**config.mk**
```make
export PLATFORM = sky130hd
export DESIGN_NAME = calc_operand_sequencer_flat
export DESIGN_NICKNAME = d
export VERILOG_FILES = /design/src/rtl/calc_pkg.sv /design/src/rtl/calc_operand_sequencer_if.sv /design/src/rtl/btn_debounce.sv /design/src/rtl/calc_operand_sequencer.sv /design/src/flat_wrapper.sv
export SDC_FILE = /design/constraint.sdc
export NUM_CORES = 1
export LEC_CHECK = 0
export ABC_CLOCK_PERIOD_IN_PS = 2100
export CAP_MARGIN = 10
export CORE_MARGIN = 8
export CORE_UTILIZATION = 52
export CTS_CLUSTER_SIZE = 12
export DETAILED_ROUTE_END_ITERATION = 10
export MAX_ROUTING_LAYER = met4
export PLACE_DENSITY = 0.78
export SLEW_MARGIN = 20
export SYNTH_ARGS = -nofsm -noshare
export SYNTH_HDL_FRONTEND = slang
export SYNTH_SLANG_ARGS = --single-unit
```
**constraint.sdc**
```tcl
create_clock -name clk -period 2.1 [get_ports clk]
set_input_delay 0.21 -clock clk [delete_from_list [all_inputs] [get_ports clk]]
set_output_delay 0.21 -clock clk [all_outputs]
set_load 0.01 [all_outputs]
```
**src/rtl/calc_pkg.sv**
```systemverilog
// Shared types and constants for the calculator operand sequencer.
package calc_pkg;

   localparam int unsigned CALC_DATA_W = 16;
   localparam int unsigned FLAGS_W     = 5;
   localparam int unsigned STATE_W     = 3;

   // Bit positions inside calc_flags / result_flags
   localparam int unsigned FLG_UNDERFLOW = 0;
   localparam int unsigned FLG_OVERFLOW  = 1;
   localparam int unsigned FLG_INEXACT   = 2;
   localparam int unsigned FLG_EXCEPTION = 3;
   localparam int unsigned FLG_INVALID   = 4;

   typedef enum logic [STATE_W-1:0] {
      ST_GET_A = 3'd0,
      ST_GET_B = 3'd1,
      ST_START = 3'd2,
      ST_WAIT  = 3'd3,
      ST_SHOW  = 3'd4
   } state_e;

   // Latched status that accompanies a result
   typedef struct packed {
      logic               sign;
      logic [FLAGS_W-1:0] flags;
   } calc_status_t;

endpackage

```
**src/rtl/calc_operand_sequencer_if.sv**
```systemverilog
// Handshake between the operand sequencer (master) and the calculator core (slave).
interface calc_operand_sequencer_if #(
   parameter int unsigned DATA_W = 16
);
   logic [DATA_W-1:0] op_a;
   logic [DATA_W-1:0] op_b;
   logic              calc_start;
   logic              calc_ready;
   logic [DATA_W-1:0] calc_sum;
   logic              calc_sign;
   logic [4:0]        calc_flags;

   modport master (
      output op_a, op_b, calc_start,
      input  calc_ready, calc_sum, calc_sign, calc_flags
   );

   modport slave (
      input  op_a, op_b, calc_start,
      output calc_ready, calc_sum, calc_sign, calc_flags
   );
endinterface

```
**src/rtl/btn_debounce.sv**
```systemverilog
// Button conditioner: 2-FF synchronizer, stable-level counter, one-cycle press on 0->1.
module btn_debounce #(
   parameter int unsigned DEBOUNCE_CYCLES = 4
) (
   input  logic clk,
   input  logic rst,
   input  logic btn_raw,
   output logic press
);
   localparam int unsigned CNT_W = (DEBOUNCE_CYCLES > 1) ? $clog2(DEBOUNCE_CYCLES) : 1;
   localparam logic [CNT_W-1:0] CNT_LAST = CNT_W'(DEBOUNCE_CYCLES - 1);

   logic             sync1_q, sync2_q;
   logic             level_q, level_d;
   logic             press_q, press_d;
   logic [CNT_W-1:0] cnt_q, cnt_d;

   // Count consecutive cycles the synchronized level differs from the accepted one
   always_comb begin
      cnt_d   = cnt_q;
      level_d = level_q;
      press_d = 1'b0;
      if (sync2_q == level_q) begin
         cnt_d = '0;
      end else if (cnt_q == CNT_LAST) begin
         cnt_d   = '0;
         level_d = sync2_q;
         press_d = sync2_q;
      end else begin
         cnt_d = cnt_q + CNT_W'(1);
      end
   end

   // Synchronizer and debounce state
   always_ff @(posedge clk or negedge rst) begin
      if (!rst) begin
         sync1_q <= 1'b0;
         sync2_q <= 1'b0;
         level_q <= 1'b0;
         press_q <= 1'b0;
         cnt_q   <= '0;
      end else begin
         sync1_q <= btn_raw;
         sync2_q <= sync1_q;
         level_q <= level_d;
         press_q <= press_d;
         cnt_q   <= cnt_d;
      end
   end

   assign press = press_q;
endmodule

```
**src/rtl/calc_operand_sequencer.sv**
```systemverilog
// Initiator for the calculator core: capture two operands, start, await ready or timeout, show.
module calc_operand_sequencer
   import calc_pkg::*;
#(
   parameter int unsigned DATA_W          = CALC_DATA_W,
   parameter int unsigned DEBOUNCE_CYCLES = 500000,
   parameter int unsigned TIMEOUT_CYCLES  = 1024
) (
   input  logic                        clk,
   input  logic                        rst,
   input  logic                        btn_enter,
   input  logic                        btn_clear,
   input  logic [DATA_W-1:0]           switches,
   calc_operand_sequencer_if.master    core,
   output logic [DATA_W-1:0]           result,
   output logic                        result_sign,
   output logic [FLAGS_W-1:0]          result_flags,
   output logic                        result_valid,
   output logic                        timeout,
   output logic [STATE_W-1:0]          state_o
);
   localparam int unsigned TMO_W = (TIMEOUT_CYCLES > 1) ? $clog2(TIMEOUT_CYCLES) : 1;
   localparam logic [TMO_W-1:0] TMO_LAST = TMO_W'(TIMEOUT_CYCLES - 1);

   logic enter_press, clear_press;

   state_e            state_q, state_d;
   logic [DATA_W-1:0] op_a_q, op_a_d;
   logic [DATA_W-1:0] op_b_q, op_b_d;
   logic              start_q, start_d;
   logic [DATA_W-1:0] result_q, result_d;
   calc_status_t      status_q, status_d;
   logic              valid_q, valid_d;
   logic              timeout_q, timeout_d;
   logic              arm_q, arm_d;
   logic [TMO_W-1:0]  tmo_cnt_q, tmo_cnt_d;
   logic [TMO_W-1:0]  tmo_inc;

   btn_debounce #(.DEBOUNCE_CYCLES(DEBOUNCE_CYCLES)) u_db_enter (
      .clk(clk), .rst(rst), .btn_raw(btn_enter), .press(enter_press)
   );

   btn_debounce #(.DEBOUNCE_CYCLES(DEBOUNCE_CYCLES)) u_db_clear (
      .clk(clk), .rst(rst), .btn_raw(btn_clear), .press(clear_press)
   );

   // Next-state and register updates; clear overrides everything including enter
   always_comb begin
      state_d   = state_q;
      op_a_d    = op_a_q;
      op_b_d    = op_b_q;
      result_d  = result_q;
      status_d  = status_q;
      valid_d   = valid_q;
      timeout_d = timeout_q;
      arm_d     = arm_q;
      tmo_cnt_d = tmo_cnt_q;
      tmo_inc   = tmo_cnt_q + TMO_W'(1);
      start_d   = 1'b0;

      if (clear_press) begin
         op_a_d    = '0;
         op_b_d    = '0;
         valid_d   = 1'b0;
         timeout_d = 1'b0;
         state_d   = ST_GET_A;
      end else begin
         unique case (state_q)
            ST_GET_A: if (enter_press) begin
               op_a_d    = switches;
               valid_d   = 1'b0;
               timeout_d = 1'b0;
               state_d   = ST_GET_B;
            end
            ST_GET_B: if (enter_press) begin
               op_b_d  = switches;
               state_d = ST_START;
            end
            ST_START: begin
               arm_d     = 1'b0;
               tmo_cnt_d = '0;
               state_d   = ST_WAIT;
            end
            ST_WAIT: begin
               // A ready is only trusted after it has been seen low once in this op
               arm_d = arm_q | ~core.calc_ready;
               if (arm_q && core.calc_ready) begin
                  result_d = core.calc_sum;
                  status_d = '{sign: core.calc_sign, flags: core.calc_flags};
                  valid_d  = 1'b1;
                  state_d  = ST_SHOW;
               end else if (tmo_inc == TMO_LAST) begin
                  timeout_d = 1'b1;
                  state_d   = ST_SHOW;
               end else begin
                  tmo_cnt_d = tmo_inc;
               end
            end
            ST_SHOW: if (enter_press) state_d = ST_GET_A;
            default: state_d = ST_GET_A;
         endcase
      end

      start_d = (state_d == ST_START);
   end

   // State and datapath registers
   always_ff @(posedge clk or negedge rst) begin
      if (!rst) begin
         state_q   <= ST_GET_A;
         op_a_q    <= '0;
         op_b_q    <= '0;
         start_q   <= 1'b0;
         result_q  <= '0;
         status_q  <= '0;
         valid_q   <= 1'b0;
         timeout_q <= 1'b0;
         arm_q     <= 1'b0;
         tmo_cnt_q <= '0;
      end else begin
         state_q   <= state_d;
         op_a_q    <= op_a_d;
         op_b_q    <= op_b_d;
         start_q   <= start_d;
         result_q  <= result_d;
         status_q  <= status_d;
         valid_q   <= valid_d;
         timeout_q <= timeout_d;
         arm_q     <= arm_d;
         tmo_cnt_q <= tmo_cnt_d;
      end
   end

   assign core.op_a       = op_a_q;
   assign core.op_b       = op_b_q;
   assign core.calc_start = start_q;
   assign result          = result_q;
   assign result_sign     = status_q.sign;
   assign result_flags    = status_q.flags;
   assign result_valid    = valid_q;
   assign timeout         = timeout_q;
   assign state_o         = state_q;
endmodule

```
**src/flat_wrapper.sv**
```systemverilog
// flat-port wrapper written by rule: the top's interface ports become plain ports
module calc_operand_sequencer_flat import calc_pkg::*;
#(
   parameter int unsigned DATA_W          = CALC_DATA_W,
   parameter int unsigned DEBOUNCE_CYCLES = 500000,
   parameter int unsigned TIMEOUT_CYCLES  = 1024
)
  (clk, rst, btn_enter, btn_clear, switches, result, result_sign, result_flags, result_valid, timeout, state_o, core_op_a, core_op_b, core_calc_start, core_calc_ready, core_calc_sum, core_calc_sign, core_calc_flags);
  calc_operand_sequencer_if #(.DATA_W(DATA_W)) core_i ();
  input  logic clk;
  input  logic rst;
  input  logic btn_enter;
  input  logic btn_clear;
  input  logic [DATA_W-1:0] switches;
  output logic [DATA_W-1:0] result;
  output logic result_sign;
  output logic [FLAGS_W-1:0] result_flags;
  output logic result_valid;
  output logic timeout;
  output logic [STATE_W-1:0] state_o;
  output wire logic [$bits(core_i.op_a)-1:0] core_op_a;
  output wire logic [$bits(core_i.op_b)-1:0] core_op_b;
  output wire logic [$bits(core_i.calc_start)-1:0] core_calc_start;
  input wire logic [$bits(core_i.calc_ready)-1:0] core_calc_ready;
  input wire logic [$bits(core_i.calc_sum)-1:0] core_calc_sum;
  input wire logic [$bits(core_i.calc_sign)-1:0] core_calc_sign;
  input wire logic [$bits(core_i.calc_flags)-1:0] core_calc_flags;
  assign core_op_a = core_i.op_a;
  assign core_op_b = core_i.op_b;
  assign core_calc_start = core_i.calc_start;
  assign core_i.calc_ready = core_calc_ready;
  assign core_i.calc_sum = core_calc_sum;
  assign core_i.calc_sign = core_calc_sign;
  assign core_i.calc_flags = core_calc_flags;
  calc_operand_sequencer #(.DATA_W(DATA_W), .DEBOUNCE_CYCLES(DEBOUNCE_CYCLES), .TIMEOUT_CYCLES(TIMEOUT_CYCLES)) u_core (.clk(clk), .rst(rst), .btn_enter(btn_enter), .btn_clear(btn_clear), .switches(switches), .core(core_i), .result(result), .result_sign(result_sign), .result_flags(result_flags), .result_valid(result_valid), .timeout(timeout), .state_o(state_o));
endmodule
```
==> summary by stage, run 1 <==
Layout
The final instance area is 0.00698 mm^2. The post-route netlist has 12.3% of its cells at a drive strength greater than 1. The final layout contains 661 nets. The core utilization of the finished layout is 71.7%. The number of filler instances in the final layout is 689. The area growth from synthesis to layout is 34.8%. 0 antenna diodes ended up in the layout.

Flow run
Across the run, the number of max-cap violations was 0.

STA
In the post-route analysis, the smallest setup slack over all paths is 205 ps. Setup violations remaining at the end of the flow were counted as 0. The transition at the pin with the smallest max-transition slack is 610 ps. The final critical-path share of the clock period is 90.3%. The minimum period implied by the final worst setup slack is 1900 ps. Hold timing on the final database bottoms out at a slack of 140 ps. The final worst clock skew is 8.36 ps. The max-slew violation total from the final report is 0. The worst max-slew margin expressed relative to the limit is 59.3%. The number of hold violations in the final report is 0. After routing, the total negative slack on setup checks comes to 0 ps. Setup repair after global routing left no endpoint under its margin. The maximum clock frequency is 528 MHz.

Power
The sequential power share is 44.9%. The static leakage is 2.96 nW. For this design the ratio of total power to cell area is 729 mW/mm^2. The combinational power share is 3.5%.

The switching share of power is 20.7%. The part of the power in the clock network is 51.6%. The reported net switching power is 1.05 mW. The internal power is 4.03 mW. The worst-case IR drop observed on VDD is 464 uV.

Routing
In the final routed layout, each cell accounts on average for 17.4 um. The first TritonRoute pass finished after 4 iterations. In the routed design, unresolved DRC markers number 0. The routed layout has 4,218 vias. The routed design has 13,200 um of wire. The remaining antenna violation count is 0. The violation count after the first detailed-route iteration is 233. Using the TritonRoute via totals, the vias-per-cell ratio works out to 5.55.

Synthesis
The synthesized area per cell is 10.4 um^2. The total of flip-flops plus latches after synthesis is 117. The post-synthesis cell area is 0.00518 mm^2. The synthesized design contains 0 enable-type register cells. The number of warnings reported in the yosys synthesis log is 0.

The cell count after synthesis came out at 497. The commonest register cell after synthesis is sky130_fd_sc_hd__dfrtp_1. Of the post-synthesis cell area, the dominant cell type holds 56.6%. For this run, asynchronously set or reset flops after synthesis account for 100%.

Counting distinct cell types in the post-synthesis netlist gives 51. sky130_fd_sc_hd__dfrtp_1 takes more of the synthesized area than any other cell. The sequential element share of the synthesized area is 56.6%. The synthesized net count is 544. By area the synthesized netlist is led by sky130_fd_sc_hd__dfrtp_1 (57%), sky130_fd_sc_hd__nand2_1 (6.0%), sky130_fd_sc_hd__mux2_2 (5.2%).

Critical path
The arrival time at the worst endpoint is 1690 ps. The critical path class is reg -> out. The number of buffers and inverters on the critical path is 2. The maximum fanout along the worst path is 10.

The family of cells with the greatest summed delay on the critical path is buffers and inverters. The master of the slowest instance on the critical path is sky130_fd_sc_hd__clkdlybuf4s50_1. The signal on the critical path passes through buf_4 > clkdlybuf4s50_1. The endpoint required time on the critical path is 1890 ps. The type of destination of the critical path is a primary output. The largest incremental delay on the critical path is 570 ps. The startpoint type of the worst setup path is a flop.

Floorplan
The region available for standard cell placement spans 0.00973 mm^2. The width of the chip is 116 um. The die area is 0.0134 mm^2. The initial core utilization is 53.2%. From bottom edge to top edge, the die measures 116 um. The floorplan has 36 rows. During I/O placement, the number of pins put on the boundary was 103.

Placed design
The placed instance area is 0.00643 mm^2. The pre-CTS setup slack is 250 ps. The global placement routability congestion is 0.868. The HPWL after detailed placement is 9230 um.

The count of buffers from port buffering is 102.

Global routing
The initial antenna violation count was 0. The global-route wire length before repair is 21,400 um. The number of global-route vias before repair is 4,210. In the global route stage, overall resource usage came out at 21.0%. The remaining global-route overflow is 0.

The largest net degree at the start of global routing is 48.

Clock network
The number of clock buffers added by TritonCTS is 17. The clock tree from TritonCTS is yes. The tree is rooted in a sky130_fd_sc_hd__clkbuf_8. The clock slew at the register clock pins of the worst setup and hold paths is 50 ps. In this run the post-CTS setup repair buffer count came out at 0. For the worst-skew pair, the clock arrives at the later sink with an insertion delay of 510 ps.

The count of H-tree levels built during CTS is 4. The clock sink total is 117. No sink is reached through more buffers than the 2 on the longest clock path.

Status
The run finished with clean final reports.

Min path
The tightest min-delay check is of the in -> reg type.
==> worst paths after layout <==
kind | startpoint | endpoint | slack [ps] | depth (start not counted)
hold / removal | btn_clear | u_core.u_db_clear.sync1_q$_DFF_PN0_ | 140 | 1
setup / recovery | u_core.state_o[0]$_DFF_PN0_ | state_o[0] | 200 | 2
min in group asynchronous | rst | u_core.result[15]$_DFFE_PN0P_ | 260 | 2
max in group asynchronous | rst | u_core.u_db_clear.cnt_q[5]$_DFF_PN0_ | 1200 | 3
hold reg to reg | u_core.u_db_clear.sync1_q$_DFF_PN0_ | u_core.u_db_clear.sync2_q$_DFF_PN0_ | 350 | 0
setup reg to reg | u_core.u_db_enter.cnt_q[15]$_DFF_PN0_ | u_core.u_db_enter.level_q$_DFFE_PN0P_ | 240 | 4
==> cell usage after synthesis (2+ instances only) <==
library cell               count
sky130_fd_sc_hd__o21a_1        2
sky130_fd_sc_hd__nor3_1       10
sky130_fd_sc_hd__a21oi_1      46
sky130_fd_sc_hd__ha_1          4
sky130_fd_sc_hd__nand2_1      83
sky130_fd_sc_hd__o311ai_0      2
sky130_fd_sc_hd__xor2_1        6
sky130_fd_sc_hd__and2_1        5
sky130_fd_sc_hd__nand2b_1      2
sky130_fd_sc_hd__xnor2_1      24
sky130_fd_sc_hd__nand3_1      17
sky130_fd_sc_hd__o41ai_1       4
sky130_fd_sc_hd__and3_1        4
sky130_fd_sc_hd__buf_2         8
sky130_fd_sc_hd__or4b_1        2
sky130_fd_sc_hd__nand4_1      12
sky130_fd_sc_hd__mux2_2       24
sky130_fd_sc_hd__o31ai_1       7
sky130_fd_sc_hd__nor2b_1       2
sky130_fd_sc_hd__or3_1         6
sky130_fd_sc_hd__clkbuf_1     10
sky130_fd_sc_hd__nor3b_1       2
sky130_fd_sc_hd__inv_1        13
sky130_fd_sc_hd__or2_2         3
sky130_fd_sc_hd__nor2_1       38
sky130_fd_sc_hd__nor4_1       12
sky130_fd_sc_hd__dfrtp_1     117
sky130_fd_sc_hd__nand3b_1      2
sky130_fd_sc_hd__o21ai_0       6
sky130_fd_sc_hd__o211ai_1      3
==> worst reg2reg max path, stage by stage (launching register included) <==
cell                      delay, ps
sky130_fd_sc_hd__dfrtp_1        410
sky130_fd_sc_hd__nand3_1        140
sky130_fd_sc_hd__or4b_1         570
sky130_fd_sc_hd__nor3_1         240
sky130_fd_sc_hd__mux2_2         370
==> cells by family (layout without fill, tap and decap cells) <==
group	count (synthesis)	count (layout)	synth area share, %
xor gates and xnor gates	30	30	5.08
muxes	24	24	5.22
and+or+nand+nor	210	210	20.0
DFF	117	117	56.6
AOI/OAI and AO/OA	81	81	9.74
adders and majority gates	4	4	0.967
buffers and inverters	31	161	2.44
==> cell usage in the layout, fill, tap and decap left out, types with 5 or more instances in the layout <==
cell type and instances:
sky130_fd_sc_hd__nor2_1 37, sky130_fd_sc_hd__and2_1 5, sky130_fd_sc_hd__buf_4 11, sky130_fd_sc_hd__clkbuf_1 5, sky130_fd_sc_hd__clkdlybuf4s50_1 101, sky130_fd_sc_hd__nand4_1 12
sky130_fd_sc_hd__nor4_1 12, sky130_fd_sc_hd__o31ai_1 7, sky130_fd_sc_hd__xor2_1 6, sky130_fd_sc_hd__nor3_1 9, sky130_fd_sc_hd__inv_1 13, sky130_fd_sc_hd__o21ai_0 6
sky130_fd_sc_hd__nand2_1 83, sky130_fd_sc_hd__dfrtp_1 117, sky130_fd_sc_hd__clkinv_2 5, sky130_fd_sc_hd__or3_1 6, sky130_fd_sc_hd__nand3_1 17, sky130_fd_sc_hd__a21oi_1 46
sky130_fd_sc_hd__xnor2_1 24, sky130_fd_sc_hd__clkbuf_16 16, sky130_fd_sc_hd__mux2_2 24
==> timing repair <==
action                                 in CTS  in global routing
endpoints found under the hold margin      41                  0
gates resized for setup                     0                  0
hold buffers                                1                  0
==> power by group through the flow <==
stage	Sequential (mW)	Combinational [mW]	Clock (mW)
after global routing	2.28	0.197	2.78
after global placement	2.32	0.175	0
after detailed placement	2.32	0.176	0
after CTS	2.28	0.182	2.67
final	2.28	0.178	2.62
after floorplan	2.32	0.0294	0
==> cell type report <==
| class | count | area (um^2) | area share, % |
|---|---|---|---|
| Clock buffer | 22 | 433 | 6.21 |
| Clock inverter | 10 | 108 | 1.54 |
| Inverter | 13 | 48.8 | 0.699 |
| Multi-Input combinational cell | 349 | 2130 | 30.5 |
| Sequential cell | 117 | 2930 | 42.0 |
| Tap cell | 133 | 166 | 2.39 |
| Timing Repair Buffer | 116 | 1160 | 16.7 |
==> per-layer routing <==
metal / track usage (%) / part of all wire (%)
met1: 24.0 / 41
met2: 34.0 / 49
met3: 4.33 / 6.6
met4: 11.3 / 3.3
met5: - / 0
==> registers in the layout (all words and copies together) (netlist names) <==
| name | count |
|---|---|
| u_core.u_db_clear.cnt_q | 19 |
| u_core.u_db_enter.cnt_q | 19 |
| u_core.core.op_a | 16 |
| u_core.core.op_b | 16 |
| u_core.result | 16 |
| u_core.tmo_cnt_q | 10 |
| u_core.result_flags | 5 |
| u_core.state_o | 3 |
| u_core.arm_q | 1 |
| u_core.core.calc_start | 1 |
| u_core.result_sign | 1 |
| u_core.result_valid | 1 |
| u_core.timeout | 1 |
| u_core.u_db_clear.level_q | 1 |
| u_core.u_db_clear.press | 1 |
| u_core.u_db_clear.sync1_q | 1 |
| u_core.u_db_clear.sync2_q | 1 |
| u_core.u_db_enter.level_q | 1 |
| u_core.u_db_enter.press | 1 |
| u_core.u_db_enter.sync1_q | 1 |
| u_core.u_db_enter.sync2_q | 1 |
==> stage by stage <==
stage          power [mW]  instances
2_1_floorplan        2.35        497
3_3_place_gp         2.49        727
3_5_place_dp         2.50        727
4_1_cts              5.13        760
5_1_grt              5.26        760
6_report             5.08        760
Power figures use the tool's default switching activity.
==> run 2, diff against run 1 <==
--- a/config.mk
+++ b/config.mk
@@ -11,6 +11,7 @@
 export CORE_UTILIZATION = 52
 export CTS_CLUSTER_SIZE = 12
 export DETAILED_ROUTE_END_ITERATION = 10
+export HOLD_SLACK_MARGIN = 0.03
 export MAX_ROUTING_LAYER = met4
 export PLACE_DENSITY = 0.78
 export SLEW_MARGIN = 20
==> results of run 2 <==
Same layout as run 1: the final DEF is identical, and so are final timing and power.
==> run 3, diff against run 2 <==
--- a/config.mk
+++ b/config.mk
@@ -11,7 +11,7 @@
 export CORE_UTILIZATION = 52
 export CTS_CLUSTER_SIZE = 12
 export DETAILED_ROUTE_END_ITERATION = 10
-export HOLD_SLACK_MARGIN = 0.03
+export HOLD_SLACK_MARGIN = 0.12
 export MAX_ROUTING_LAYER = met4
 export PLACE_DENSITY = 0.78
 export SLEW_MARGIN = 20
==> results of run 3 <==
Same layout as run 1: the final DEF is identical, and so are final timing and power.
